File: src/rtl/mvmpu_job_arbiter.sv
// Round-robin arbiter that shares one MVMPU among REQ_N requesters.
// Each job is picked, its descriptor latched, the MVMPU started once, tracked to completion and reported with a done/err pulse.
module mvmpu_job_arbiter #(
    parameter int REQ_N  = 4,
    parameter int DIMW   = 16,
    parameter int MAW    = 12,
    parameter int VAW    = 10,
    parameter int ACK_TO = 15
) (
    input  logic                  clk,
    input  logic                  rst,
    input  logic [REQ_N-1:0]      req,
    input  logic [REQ_N*DIMW-1:0] req_m,
    input  logic [REQ_N*DIMW-1:0] req_n,
    input  logic [REQ_N*MAW-1:0]  req_addr_m,
    input  logic [REQ_N*VAW-1:0]  req_addr_rv,
    input  logic [REQ_N*VAW-1:0]  req_addr_wv,
    output logic [REQ_N-1:0]      grant,
    output logic [REQ_N-1:0]      done_o,
    output logic [REQ_N-1:0]      err_o,
    output logic                  busy,
    output logic                  mv_start,
    input  logic                  mv_ready,
    output logic [DIMW-1:0]       mv_matrix_m,
    output logic [DIMW-1:0]       mv_matrix_n,
    output logic [MAW-1:0]        mv_addr_rdsm,
    output logic [VAW-1:0]        mv_addr_rdsv,
    output logic [VAW-1:0]        mv_addr_wrsv
);

    localparam int IW = (REQ_N > 1) ? $clog2(REQ_N) : 1;
    localparam int CW = $clog2(ACK_TO + 1);

    typedef enum logic [2:0] {
        S_IDLE,
        S_LAUNCH,
        S_WAIT_ACK,
        S_WAIT_DONE,
        S_FINISH
    } state_t;

    typedef struct packed {
        logic [DIMW-1:0] m;
        logic [DIMW-1:0] n;
        logic [MAW-1:0]  addr_m;
        logic [VAW-1:0]  addr_rv;
        logic [VAW-1:0]  addr_wv;
    } desc_t;

    desc_t [REQ_N-1:0] desc_arr;

    for (genvar g = 0; g < REQ_N; g++) begin : g_unpack
        assign desc_arr[g] = '{m:       req_m[g*DIMW +: DIMW],
                               n:       req_n[g*DIMW +: DIMW],
                               addr_m:  req_addr_m[g*MAW +: MAW],
                               addr_rv: req_addr_rv[g*VAW +: VAW],
                               addr_wv: req_addr_wv[g*VAW +: VAW]};
    end

    state_t           state_q, state_d;
    logic [REQ_N-1:0] grant_q, grant_d, done_q, done_d, err_q, err_d;
    logic             busy_q, busy_d, start_q, start_d;
    desc_t            desc_q, desc_d;
    logic [CW-1:0]    cnt_q, cnt_d;
    logic [IW-1:0]    ptr_q, ptr_d, owner_q, owner_d;

    logic             pick_vld;
    logic [IW-1:0]    pick_idx;

    // Scan downward so the last hit wins, i.e. the first set bit from ptr upward.
    always_comb begin
        int            idx;
        logic [IW-1:0] idx_w;
        pick_vld = 1'b0;
        pick_idx = '0;
        idx      = 0;
        idx_w    = '0;
        for (int k = REQ_N - 1; k >= 0; k--) begin
            idx = int'(ptr_q) + k;
            if (idx >= REQ_N) idx = idx - REQ_N;
            idx_w = IW'(idx);
            if (req[idx_w]) begin
                pick_vld = 1'b1;
                pick_idx = idx_w;
            end
        end
    end

    always_comb begin
        state_d = state_q;
        grant_d = grant_q;
        done_d  = '0;
        err_d   = '0;
        start_d = 1'b0;
        desc_d  = desc_q;
        cnt_d   = cnt_q;
        ptr_d   = ptr_q;
        owner_d = owner_q;
        case (state_q)
            S_IDLE: begin
                if (pick_vld && mv_ready) begin
                    owner_d = pick_idx;
                    if (desc_arr[pick_idx].m != '0 && desc_arr[pick_idx].n != '0) begin
                        desc_d            = desc_arr[pick_idx];
                        grant_d           = '0;
                        grant_d[pick_idx] = 1'b1;
                        start_d           = 1'b1;
                        state_d           = S_LAUNCH;
                    end else begin
                        // Zero-size job: rejected without touching the MVMPU.
                        err_d[pick_idx] = 1'b1;
                        state_d         = S_FINISH;
                    end
                end
            end
            S_LAUNCH: begin
                cnt_d   = '0;
                state_d = S_WAIT_ACK;
            end
            S_WAIT_ACK: begin
                if (!mv_ready) begin
                    state_d = S_WAIT_DONE;
                end else if (cnt_q == CW'(ACK_TO - 1)) begin
                    grant_d        = '0;
                    err_d[owner_q] = 1'b1;
                    state_d        = S_FINISH;
                end else begin
                    cnt_d = cnt_q + 1'b1;
                end
            end
            S_WAIT_DONE: begin
                if (mv_ready) begin
                    grant_d         = '0;
                    done_d[owner_q] = 1'b1;
                    state_d         = S_FINISH;
                end
            end
            S_FINISH: begin
                ptr_d   = (owner_q == IW'(REQ_N - 1)) ? '0 : owner_q + 1'b1;
                state_d = S_IDLE;
            end
            default: state_d = S_IDLE;
        endcase
        busy_d = (state_d != S_IDLE);
    end

    always_ff @(posedge clk) begin
        if (rst) begin
            state_q <= S_IDLE;
            grant_q <= '0;
            done_q  <= '0;
            err_q   <= '0;
            busy_q  <= 1'b0;
            start_q <= 1'b0;
            desc_q  <= '0;
            cnt_q   <= '0;
            ptr_q   <= '0;
            owner_q <= '0;
        end else begin
            state_q <= state_d;
            grant_q <= grant_d;
            done_q  <= done_d;
            err_q   <= err_d;
            busy_q  <= busy_d;
            start_q <= start_d;
            desc_q  <= desc_d;
            cnt_q   <= cnt_d;
            ptr_q   <= ptr_d;
            owner_q <= owner_d;
        end
    end

    assign grant        = grant_q;
    assign done_o       = done_q;
    assign err_o        = err_q;
    assign busy         = busy_q;
    assign mv_start     = start_q;
    assign mv_matrix_m  = desc_q.m;
    assign mv_matrix_n  = desc_q.n;
    assign mv_addr_rdsm = desc_q.addr_m;
    assign mv_addr_rdsv = desc_q.addr_rv;
    assign mv_addr_wrsv = desc_q.addr_wv;

endmodule

File: config.mk
export PLATFORM = sky130hd
export DESIGN_NAME = mvmpu_job_arbiter
export DESIGN_NICKNAME = d
export VERILOG_FILES = /design/src/rtl/mvmpu_job_arbiter.sv
export SDC_FILE = /design/constraint.sdc
export NUM_CORES = 1
export LEC_CHECK = 0
export CELL_PAD_IN_SITES_DETAIL_PLACEMENT = 1
export CELL_PAD_IN_SITES_GLOBAL_PLACEMENT = 1
export CORE_MARGIN = 3
export CORE_UTILIZATION = 28
export DETAILED_ROUTE_END_ITERATION = 6
export PLACE_DENSITY = 0.95
export SETUP_SLACK_MARGIN = 0.02
export SKIP_CTS_REPAIR_TIMING = 1
export SLEW_MARGIN = 20
export SYNTH_ARGS = -nofsm -noshare
export SYNTH_HDL_FRONTEND = slang
export SYNTH_SLANG_ARGS = --single-unit
File: constraint.sdc
create_clock -name clk -period 6.6 [get_ports clk]
set_clock_uncertainty 0.1 [all_clocks]
set_input_delay 1.98 -clock clk [delete_from_list [all_inputs] [get_ports clk]]
set_output_delay 1.98 -clock clk [all_outputs]
set_load 0.01 [all_outputs]
# [Yosys cells after proc, flatten, opt, wreduce, memory -nomap -nowiden]
# Index checks and enable logic that the tools add are counted.
[classes] muxes=48 reduce_logical=16 n_addsub=9 n_eq_ne=12 bitwise=4 order_cmp=12
[op_table] operator="$bmux W64 S2" count=1
[op_table] operator="$mux W64" count=1
[op_table] operator="$mux W4" count=11
[op_table] operator="$reduce_bool A16 Y1" count=2
[op_table] operator="$lt A2 B3 Y1 const B" count=6
[op_table] operator="$mux W2" count=9
[op_table] operator="$pmux W4 S2" count=2
[op_table] operator="$mux W3" count=5
[op_table] operator="$ne A2 B2 Y1 const B" count=6
[op_table] operator="$pmux W3 S4" count=1
[op_table] operator="$pmux W4 S3" count=1
[op_table] operator="$mux W1" count=11
[op_table] operator="$ge A3 B3 Y1 const B" count=3
[op_table] operator="$bmux W1 S2" count=4
[op_table] operator="$sub A2 B1 Y2 const B" count=4
[op_table] operator="$add A2 B2 Y3 const B" count=2
[op_table] operator="$eq A3 B2 Y1 const B" count=2
[op_table] operator="$reduce_and A3 Y1" count=2
[op_table] operator="$reduce_and A6 Y1" count=1
[op_table] operator="$reduce_bool A3 Y1" count=2
[op_table] operator="$reduce_or A3 Y1" count=2
[op_table] operator="$add A4 B1 Y4 const B" count=1
[op_table] operator="$demux W1 S2" count=2
[op_table] operator="$eq A4 B4 Y1 const B" count=1
[op_table] operator="12 further kinds" count=19
[totals] word_cells=115 output_inout_bits=78 in_bits=263 regBits=89

# [Depth between registers and ports, before layout]
[logic_depth] word_depth=17 ltp_mapped=14 ltp_nobuf=9

# [Least setup slack after synthesis]
# No wires, ideal clock.
[synth_path] kind="input to register" from="input req[2]" to="register state_q[0]" arrival_ns=4.735 t_required_ns=6.385 setup_ns=0.115 cell_stages=13 setup_slack_ns=1.651 cell_sequence="mux2i_1 nor2_1 or3_1 buf_2 buf_6 mux2i_1 mux2i_1 or4_1 nor4_4 nor3_2 buf_4 buf_6 o21a_1"
[synth_between] elab_chain_len=13 word_cells_on_any_way=25 classes_between="21 x mux; 4 x reduce/logical"
[synth_lines] item="start: declaration" line_no="12" text="input logic [REQ_N-1:0] req,"
[synth_lines] item="$bmux W1 S2" line_no="82" text="if (req[idx_w]) begin"
[synth_lines] item="$mux W1 (implied by the code)" line_no="82"
[synth_lines] item="$mux W2 (4 in a row)" line_no="82"
[synth_lines] item="$bmux W64 S2" line_no="103" text="if (desc_arr[pick_idx].m != '0 && desc_arr[pick_idx].n != '0) begin"
[synth_lines] item="$mux W64 (implied by the code)" line_no="103"
[synth_lines] item="$reduce_bool A16 Y1" line_no="103"
[synth_lines] item="$logic_and A1 B1 Y1" line_no="103"
[synth_lines] item="$mux W3" line_no="103"
[synth_lines] item="$mux W3 (*)" line_no="101" text="if (pick_vld && mv_ready) begin"
[synth_lines] item="$pmux W3 S4 (*)" line_no="99" text="case (state_q)"
[synth_lines] item="end signal: assignment" line_no="160" text="state_q <= state_d;"
[synth_lines] item="end: declaration" line_no="60" text="state_t state_q, state_d;"
# Mark *: on every way between the ends. The rest lies on a longest branch, timed or not. The select of a mux whose other input is x is not followed.
# A chain may end at the register's enable or synchronous reset.

# [Worst setup path in the final report]
[layout_path] from="input req[2]" to="register desc_q (netlist bit mv_matrix_m[9])"
[layout_between] elab_chain_len=11 word_cells_on_any_way=23 classes_between="18 x mux; 5 x reduce/logical"
[layout_lines] item="$bmux W1 S2" line_no="82"
[layout_lines] item="$mux W1 (implied by the code)" line_no="82"
[layout_lines] item="$mux W2 (4 in a row)" line_no="82"
[layout_lines] item="$bmux W64 S2" line_no="103, 104"
[layout_lines] item="$mux W64 (implied by the code)" line_no="103, 104"
[layout_lines] item="$reduce_bool A16 Y1" line_no="103"
[layout_lines] item="$logic_and A1 B1 Y1" line_no="103"
[layout_lines] item="$reduce_and A3 Y1 (no line)"
[layout_lines] item="end signal: assignment" line_no="166" text="desc_q <= desc_d;"
[layout_lines] item="end: declaration" line_no="63" text="desc_t desc_q, desc_d;"
# Several ways; a longest one is shown, not always the timed one. The select of a mux whose other input is x is not followed.

==> metrics <==
status=finished clean; Max Fanout on Critical Path=36; WP data arrival=5.72 ns; Synth async-reset ratio=0; Flop pwr share=0.351; most frequent cells in the layout=340 x clkdlybuf4s50_1, 174 x nand2_1, 119 x mux2i_1; syn nets=998; worst path cell trace=clkdlybuf4s50_1 > nand2b_1 > a21oi_1 > or3_4 > mux2i_1 > mux2i_1 > or4_1 > nor4_4 > nor3_4 > buf_4 > mux2_1; Clock power frac=0.314; GPL Wtd Cong=~0.8; post-route design area=9720 µm²; Comb pwr share=0.335; required time of the worst setup path=around 6.7 ns; FF+latch count, synth=89; Pins Over Slew Limit=0; GR peak layer=met2; GR met2 Demand/Resource=0.390; Routed Antenna Nets=0; Int Power=1.22 mW; final setup margin=1.01 ns; Max Cap Violations=0; diodes inserted=0; Routed WL=25100 µm; Slowest-stage cell, CP=or4_1; FP Rows=52; area post-placement=9400 µm²; Congestion Overflow GR=0; die height=150 µm; TNS Setup=0 ns; VDD IR max=0.000120 V; cell count after synthesis=729; LEAKAGE=3.98 nW; PortBufs=340; area grow syn2layout=67.5%; initial core utilization=0.286; clock buffer depth=2; Crit path max-delay family=simple AND/OR/NAND/NOR gates; Place WS=0.639 ns; number of synthesized flops with an enable pin=0; critical path launch point type=input port; Sw Ratio=0.305; Cell variety after synth=39; chip width=between 100 and 150 µm; CTS Sinks=slightly below 90; final setup fails=0; Final Hold Viols=0; cell mode on critical path=mux2i_1; vias in the first global route=6814; Psw=around 0.54 mW; final worst-path cycle share=0.847; via count=approximately 6600; RSZ-0062 raised after global routing=no; Avg Inst Size Synth=7.96 µm²; CTS buffer count=9; initial drt markers=279; All-Layer GR Usage=0.214; Hold Crit Class=register to register; relative slew slack=0.403; post-DR vias/cell=5.06; fillers=2395; sequential element share of the synthesized area=0.307; Buf/Inv on CP=2; layout cell share with drive strength beyond 1=0.0667; most common cell after layout, fill and taps aside=clkdlybuf4s50_1; Hold WS=approximately 0.36 ns; H-tree Lvls=3; I/O pins=341; DRC viols=0; largest net degree at the start of global routing=70; CP endpoint kind=register; Crit Path Category=input port to register; Final Critical Period=5.59 ns; Syn Std Cell Area=5810 µm²; DP HPWL=roughly 20000 µm; max incr delay on CP=0.62 ns; clock root cell=clkbuf_16; TritonRoute pass-1 iters=5; die footprint=22500 µm²; WL/cell=19.2 µm; CTS clk-pin slew, worst paths=0.07 ns; Synth Flop Type=dfxtp_1; Final #Nets=approximately 1300; Core Area=20300 µm²; power per cell area=181 nW/µm²; initial antenna violation count=1; Synth Warn #=0; Fmax=179 MHz; met3 GRT Util=0.0521; first-pass GRT wire length=between 30000 and 40000 µm; clock latency on the worst-skew pair=0.35 ns; CTS tree=done; Worst-Margin Slew=0.896 ns; met1 usage=0.248
==> area by class of cell <==
| cell class | instances | area [µm²] | area share |
|---|---|---|---|
| clock inverter | 7 | 95.1 | 0.00978 |
| sequential | 89 | 1780 | 0.183 |
| inverter | 6 | 23.8 | 0.00244 |
| tap | 270 | 338 | 0.0347 |
| timing repair buffer | 351 | 3490 | 0.359 |
| clock buffer | 9 | 225 | 0.0232 |
| multi-input combinational | 572 | 3770 | 0.388 |
==> stage by stage <==
| step | utilization | power, mW | std cells |
|---|---|---|---|
| floorplan | - | 0.891 | 729 |
| global placement | 0.463 | 1.20 | 1288 |
| detailed placement | 0.463 | 1.22 | 1288 |
| CTS | 0.479 | 1.78 | 1304 |
| global route | 0.479 | 1.85 | 1304 |
| finish | 0.479 | 1.76 | 1304 |
==> worst min-delay path: cells and delay by family (launching register included) <==
| kind | cells | cell delay [ns] |
|---|---|---|
| muxes | 1 | 0.05 |
| and+or+nand+nor | 1 | 0.05 |
| DFF | 1 | 0.31 |
==> power by group through the flow <==
stage	registers, mW	clock network (mW)	logic [mW]
floorplan	0.641	0	0.250
global placement	0.628	0	0.574
detailed placement	0.630	0	0.591
CTS	0.618	0.568	0.594
global route	0.625	0.590	0.634
finish	0.619	0.553	0.589
==> cell usage after synthesis, drive strengths merged, types with 7 or more instances <==
| cell | n | area share |
|---|---|---|
| dfxtp | 89 | 0.31 |
| a31o | 16 | 0.024 |
| nor2b | 16 | 0.017 |
| nand4 | 7 | 0.0075 |
| o311a | 16 | 0.028 |
| a21oi | 11 | 0.0095 |
| nand2 | 174 | 0.11 |
| mux2 | 32 | 0.062 |
| nor2 | 32 | 0.021 |
| clkbuf | 45 | 0.029 |
| nand3 | 98 | 0.084 |
| buf | 17 | 0.017 |
| mux2i | 119 | 0.21 |
==> path summary, 6_finish.rpt <==
check / start / to / slack (ns) / cells after the start
setup reg to reg: ptr_q[1] / mv_matrix_m[9] / 2.57 / 10
hold / removal: mv_addr_rdsm[0] / mv_addr_rdsm[0] / 0.36 / 2
hold reg to reg: mv_addr_rdsm[0] / mv_addr_rdsm[0] / 0.36 / 2
setup / recovery: req[2] / mv_matrix_m[9] / 1.01 / 11
==> flip-flops by register name, indices dropped and copies added (netlist names) <==
register and count:
mv_matrix_n 16, ptr_q 2, mv_addr_rdsv 10, cnt_q 4, err_o 4, state_q 3
mv_addr_rdsm 12, mv_addr_wrsv 10, busy 1, mv_matrix_m 16, done_o 4, mv_start 1
grant 4, owner_q 2
==> layer usage <==
metal,part of all wire,vias to the layer above
met2,0.53,169
li1,-,3152
met3,0.050,44
met4,0.025,2
met1,0.40,3225
met5,0.00052,-
==> cell families after synthesis <==
family | Yosys count | share of synthesized area
simple gates | 356 | 0.281
compound gates | 57 | 0.0795
mux | 151 | 0.267
flops | 89 | 0.307
fa+ha+maj | 6 | 0.0129
buf+inv | 68 | 0.0498
xor+xnor | 2 | 0.00302
(Power assumes the default switching activity.)
